--- src/rtl/passage_sequencer.sv ---
// passage_sequencer: emits entry/exit beam patterns for a passage; optional occupancy counter under PASSAGE_OCC_COUNT_EN
module passage_sequencer #(
  parameter int PHASE_CYC = 4
) (
  input  logic       CLK,
  input  logic       KEY,
  input  logic [1:0] SW,
  input  logic       START,
  output logic [1:0] SENS,
  output logic       BUSY,
  output logic [6:0] HEX0,
  output logic       LEDG,
  output logic       LEDR,
  output logic [3:0] OCC
);
  typedef enum logic [2:0] {IDLE, P1, P2, P3, DONE, ERR} state_t;
  localparam logic [7:0] LAST = 8'(PHASE_CYC - 1);
  localparam logic [6:0] HEX_BLANK = 7'b1111111;
  localparam logic [6:0] HEX_E = 7'b0110000;
  localparam logic [6:0] HEX_S = 7'b0100100;
  localparam logic [6:0] HEX_DASH = 7'b1111110;
  state_t state_q, state_d;
  logic [7:0] cnt_q, cnt_d;
  logic dir_q, dir_d;
  logic ledr_q, ledr_d;
  logic last;
  logic [6:0] hex_dir;
  // next-state, phase timing and decoded outputs
  always_comb begin
    state_d = state_q;
    cnt_d = '0;
    dir_d = dir_q;
    ledr_d = ledr_q;
    SENS = 2'b00;
    BUSY = 1'b0;
    HEX0 = HEX_BLANK;
    LEDG = 1'b0;
    last = cnt_q == LAST;
    hex_dir = dir_q ? HEX_E : HEX_S;
    case (state_q)
      IDLE: if (START) begin
        state_d = (SW == 2'b10 || SW == 2'b01) ? P1 : ERR;
        dir_d = (SW == 2'b10 || SW == 2'b01) ? SW[1] : dir_q;
        ledr_d = !(SW == 2'b10 || SW == 2'b01);
      end
      P1, P2, P3: begin
        BUSY = 1'b1;
        HEX0 = hex_dir;
        cnt_d = last ? 8'd0 : cnt_q + 8'd1;
        state_d = !last ? state_q : state_q == P1 ? P2 : state_q == P2 ? P3 : DONE;
        SENS = state_q == P2 ? 2'b11 : (state_q == P1) == dir_q ? 2'b10 : 2'b01;
      end
      DONE: begin
        BUSY = 1'b1;
        HEX0 = hex_dir;
        LEDG = 1'b1;
        state_d = IDLE;
      end
      ERR: begin
        HEX0 = HEX_DASH;
        state_d = IDLE;
      end
      default: state_d = IDLE;
    endcase
  end
  // state, phase counter, latched direction and sticky error flag
  always_ff @(posedge CLK) begin
    if (!KEY) begin
      state_q <= IDLE;
      cnt_q <= '0;
      dir_q <= 1'b0;
      ledr_q <= 1'b0;
    end else begin
      state_q <= state_d;
      cnt_q <= cnt_d;
      dir_q <= dir_d;
      ledr_q <= ledr_d;
    end
  end
  assign LEDR = ledr_q;
`ifdef PASSAGE_OCC_COUNT_EN
  logic [3:0] occ_q;
  // saturating occupancy update on each completed sequence
  always_ff @(posedge CLK) begin
    if (!KEY) occ_q <= '0;
    else if (state_q == DONE) occ_q <= dir_q ? (occ_q == 4'd15 ? occ_q : occ_q + 4'd1) : (occ_q == 4'd0 ? occ_q : occ_q - 4'd1);
  end
  assign OCC = occ_q;
`else
  assign OCC = 4'd0;
`endif
endmodule

--- config.mk ---
export PLATFORM = sky130hd
export DESIGN_NAME = passage_sequencer
export DESIGN_NICKNAME = d
export VERILOG_FILES = /design/src/rtl/passage_sequencer.sv
export SDC_FILE = /design/constraint.sdc
export NUM_CORES = 1
export LEC_CHECK = 0
export ABC_AREA = 1
export ABC_CLOCK_PERIOD_IN_PS = 1100
export BUFFER_PORTS_ARGS = -buffer_cell sky130_fd_sc_hd__buf_2
export CAP_MARGIN = 20
export CORE_MARGIN = 1
export CORE_UTILIZATION = 45
export CTS_BUF_LIST = sky130_fd_sc_hd__clkbuf_8
export DETAILED_ROUTE_END_ITERATION = 10
export PLACE_DENSITY = 0.84
export SYNTH_ARGS = -nofsm -noshare
export SYNTH_HDL_FRONTEND = slang
export SYNTH_SLANG_ARGS = --single-unit
export TNS_END_PERCENT = 1
--- constraint.sdc ---
create_clock -name CLK -period 1.1 [get_ports CLK]
set_input_delay 0.22 -clock CLK [delete_from_list [all_inputs] [get_ports CLK]]
set_output_delay 0.22 -clock CLK [all_outputs]
set_load 0.02 [all_outputs]
# Yosys cells after proc, flatten, opt, wreduce, memory -nomap -nowiden
# Cells that the tools add are included.
# op_classes
addsub,1
multipliers,0
n_div,0
n_lt_le_gt_ge,0
eq_ne,11
n_shift,0
muxes,13
bitwise_logic,2
reduce_logical,9
# ops
cell,n
two-way mux 3 bit,5
one-hot mux 7 bit (2 select lines),1
adder 8 x 1 -> 8 bit (second input constant),1
== test 8 x 2 -> 1 bit (second input constant),1
== test 3 x 2 -> 1 bit (second input constant),2
== test 3 bit (second input constant),2
two-way mux 2 bit,3
one-hot mux 3 bit (2 select lines),1
OR reduction 3 bit,2
two-way mux 5 bit,1
inequality test 2 bit (second input constant),2
AND reduction 2 bit,2
OR reduction 4 bit,1
== test 3 x 1 -> 1 bit (second input constant),1
zero test 3 bit,1
AND reduction 3 bit,1
== test 2 x 1 -> 1 bit (second input constant),1
== test 2 bit (second input constant),1
two-way mux 1 bit,2
NOT 1 bit,2
== test 1 bit,1
zero test 1 bit,1
logical OR 1 bit,1
# totals
ff_bits,13
latchBits,0
ramBits,0
rom_bits,0
inputBits,5
wordCells,40
mem_count,0

# Logic depth before layout (Yosys ltp)
# logic_depth
word_depth,5
depth_mapped,9
depth_no_buf,9

# Worst setup path after synthesis
# OpenSTA, ideal clock, no wires.
# synth_timing
path_kind,reg2out
start,register state_q[0]
end,output HEX0[0]
t_arrival_ps,1376
required_ps,880
setup_slack_ps,-496
path_stages_with_launch,7
path_cell_list,dfxtp_1 nor2_2 inv_1 nor2_2 nor2_2 inv_1 nor2_1
# synth_between
elab_chain_cells,3
elab_cells_between_ends,7
classes_between,eq/ne: 5; mux: 1; reduce/logical: 1
# synth_rtl
element,line,rtl
"start, declared",22,"state_t state_q, state_d;"
"start signal, assigned",74,state_q <= state_d;
== test 3 x 1 -> 1 bit (tied with other cells),40,case (state_q)
OR reduction 4 bit (no line),n/a,
one-hot mux 7 bit (2 select lines) *,40,
"end, declared",11,"output logic [6:0] HEX0,"
# Mark *: on every way between the ends. The rest lies on a longest branch, timed or not.

# Worst setup path after layout
# layout_timing
start,register state_q[1]
end,output HEX0[4]
# The elaborated chain is that of the path after synthesis.

==> out/results.tsv <==
metric	value	unit
grtUsageTotal	18.6	%
path_cells	nor2_4 > inv_2 > nor2_4 > nor2_4 > or2_4 > buf_6	
cts_tree	done	
required	0.88	ns
total_power	3.22	mW
fin_crit	1.51	ns
drive_above_1_share	44.4	%
clock_latency	0.24	ns
cts.sinks	13	
tns	-3.82	ns
clkTransAtPathRegs	0.06	ns
rsz0062_at_grt	true	
critical-path-slowest-cell	dfxtp_2	
dieHeight	43.1	µm
synthFlopType	dfxtp_1	
fin_area	0.00108	mm²
finalCritPeriodShare	137	%
slowest_delay	0.34	ns
clock_skew	0.00520	ns
synth_seq_area_share	34.3	%
yosys_warnings	0	
placed_area	931	µm²
syn-instance-count	113	
multi_input_area	464	µm²
die_w	43.1	µm
maxCapViolations	0	
grt_pass1_wl	2.59	mm
area_delta_synth_final	42.1	%
cts_buffer_depth	2	
powerDensity	2990	mW/mm²
htreeDepth	1	
setup_violations	16	
drt-initial-drc-count	11	
finalWorstSetupSlack	-0.412	ns
fp-row-count	14	
grt_antenna_before_repair	0	
status	finished with violations	
ir_worst_vdd	0.00146	V
syn-cell-area	758	µm²
layout.nets	149	
min_path_type	in2reg	
first_pass_iters	4	
final_cell_mix	18 x inv_1, 18 x nand2_1, 15 x nor2_1, 15 x buf_4, 12 x buf_2	
fillers	121	
synth_cell_types	23	
violations	negative setup slack	
die_area	0.00185	mm²
r2r_start	state_q[0]$_SDFFE_PN0P_	
synth_edf_count	0	
grt_pass1_vias	704	
worst-path-max-fanout	4	
ys_seq_elements	13	
port_buffers	15	
worstHoldStart	SW[1]	
hpwl	1.20	mm
ys_async_sr_fraction	0	%
initial_utilization	49.2	%
max_freq	662	MHz
routed_wl	1.54	mm
hold_violations	0	
grt-ovfl-total	0	
crit_buf_inv	2	
diodes	0	
cts_made_buffers	3	
vias	737	
syn_area_per_cell	6.71	µm²
core_area	0.00154	mm²
arrival	1.29	ns
ctsHoldBuffers	0	
crit_type	reg2out	
pin_count	21	
routed_via_density	4.66	
timing.critical_path.to_type	output pin	
gp_congestion	0.781	
startpoint	state_q[1]$_SDFFE_PN0P_	
crit_family	simple AND/OR/NAND/NOR gates	
p_leak	0.509	nW
drc	0	
cp_common_cell	nor2_4	
wl_per_cell	9.75	µm
cts_root_buf	clkbuf_8	
grt_max_degree	9	
drtAntennaViolNets	0	
regArea	272	µm²
slew_violations	0	
start_kind	register	
## flip-flops by register name, summed over array words and instances (netlist names)
name     cells
LEDR         1
dir_q        1
cnt_q        8
state_q      3
## worst paths after layout
path,slack [ns],end,depth (start not counted)
setup / recovery,-0.41,HEX0[4],6
hold / removal,0.24,dir_q$_SDFFE_PN0P_,3
setup reg to reg,-0.16,state_q[0]$_SDFFE_PN0P_,10
hold reg to reg,0.47,LEDR$_SDFFE_PN0P_,2
## synthesized netlist by cell type (2+ instances only)
| cell | instances | area [µm²] |
|---|---|---|
| nor2_2 | 5 | 31.3 |
| buf_4 | 7 | 52.6 |
| nand3_1 | 2 | 10.0 |
| nor3_1 | 5 | 25.0 |
| inv_2 | 2 | 7.51 |
| conb_1 | 2 | 7.51 |
| a21oi_1 | 3 | 15.0 |
| inv_1 | 19 | 71.3 |
| xor2_1 | 3 | 26.3 |
| nor2_1 | 17 | 63.8 |
| o21ai_0 | 3 | 15.0 |
| nand2_1 | 20 | 75.1 |
| dfxtp_1 | 13 | 260 |
| nand2_2 | 3 | 18.8 |
## through the flow
| stage | instances | util [%] | hold WS [ns] | setup WS, ns |
|---|---|---|---|---|
| floorplan | 116 | - | 0.333 | -0.221 |
| global placement | 152 | 60.4 | 0.443 | -0.201 |
| detailed placement | 152 | 60.4 | 0.449 | -0.240 |
| CTS | 158 | 66.6 | 0.238 | -0.428 |
| global route | 158 | 69.9 | 0.274 | -0.460 |
| finish | 158 | 69.9 | 0.236 | -0.412 |
## logic make-up after synthesis
logic type | Yosys count | share of synthesized area [%]
XOR/XNOR | 4 | 4.62
buffers and inverters | 28 | 17.3
AO/OA/AOI/OAI | 9 | 6.60
other | 2 | 0.990
AND/OR/NAND/NOR | 56 | 34.5
adder cells (fa/ha/maj) | 1 | 1.65
flip-flops | 13 | 34.3
## layer usage
| layer | routed length (µm) | GRT usage, % |
|---|---|---|
| met1 | 591 | 18.6 |
| met2 | 867 | 35.8 |
| met3 | 57 | 2.98 |
| met4 | 25 | 9.70 |
| met5 | 0 | 0 |
## final cells by class
type                    instances  share of cell area (%)
multi-input cells              75                    43.1
flip-flops and latches         13                    25.2
repair buffers                 29                    18.1
inverters                      21                    7.55
clock buffers                   3                    3.83
well taps                      16                    1.86
clock inverters                 1                   0.348
## report_power, final
part / leakage [nW] / switching, mW / internal, mW
clock: 0.0269 / 0.167 / 0.246
combinational: 0.374 / 1.21 / 0.916
sequential: 0.108 / 0.103 / 0.585
total: 0.509 / 1.48 / 1.75
## worst register-to-register path, stage by stage (launching register included)
cell,delay (ns)
dfxtp_4,0.35
buf_4,0.14
inv_2,0.05
buf_4,0.12
nand2_2,0.07
nor2_4,0.10
nand2_1,0.07
nand2_2,0.10
nand2_1,0.06
nand2_1,0.06
nor2_1,0.04
## repair_timing
action / in CTS / in global routing
pin swaps: 6 / 3
buffers inserted: 2 / 0
gates resized for setup: 13 / 12
endpoints found under the setup margin: 23 / 23
(Power assumes the default switching activity.)
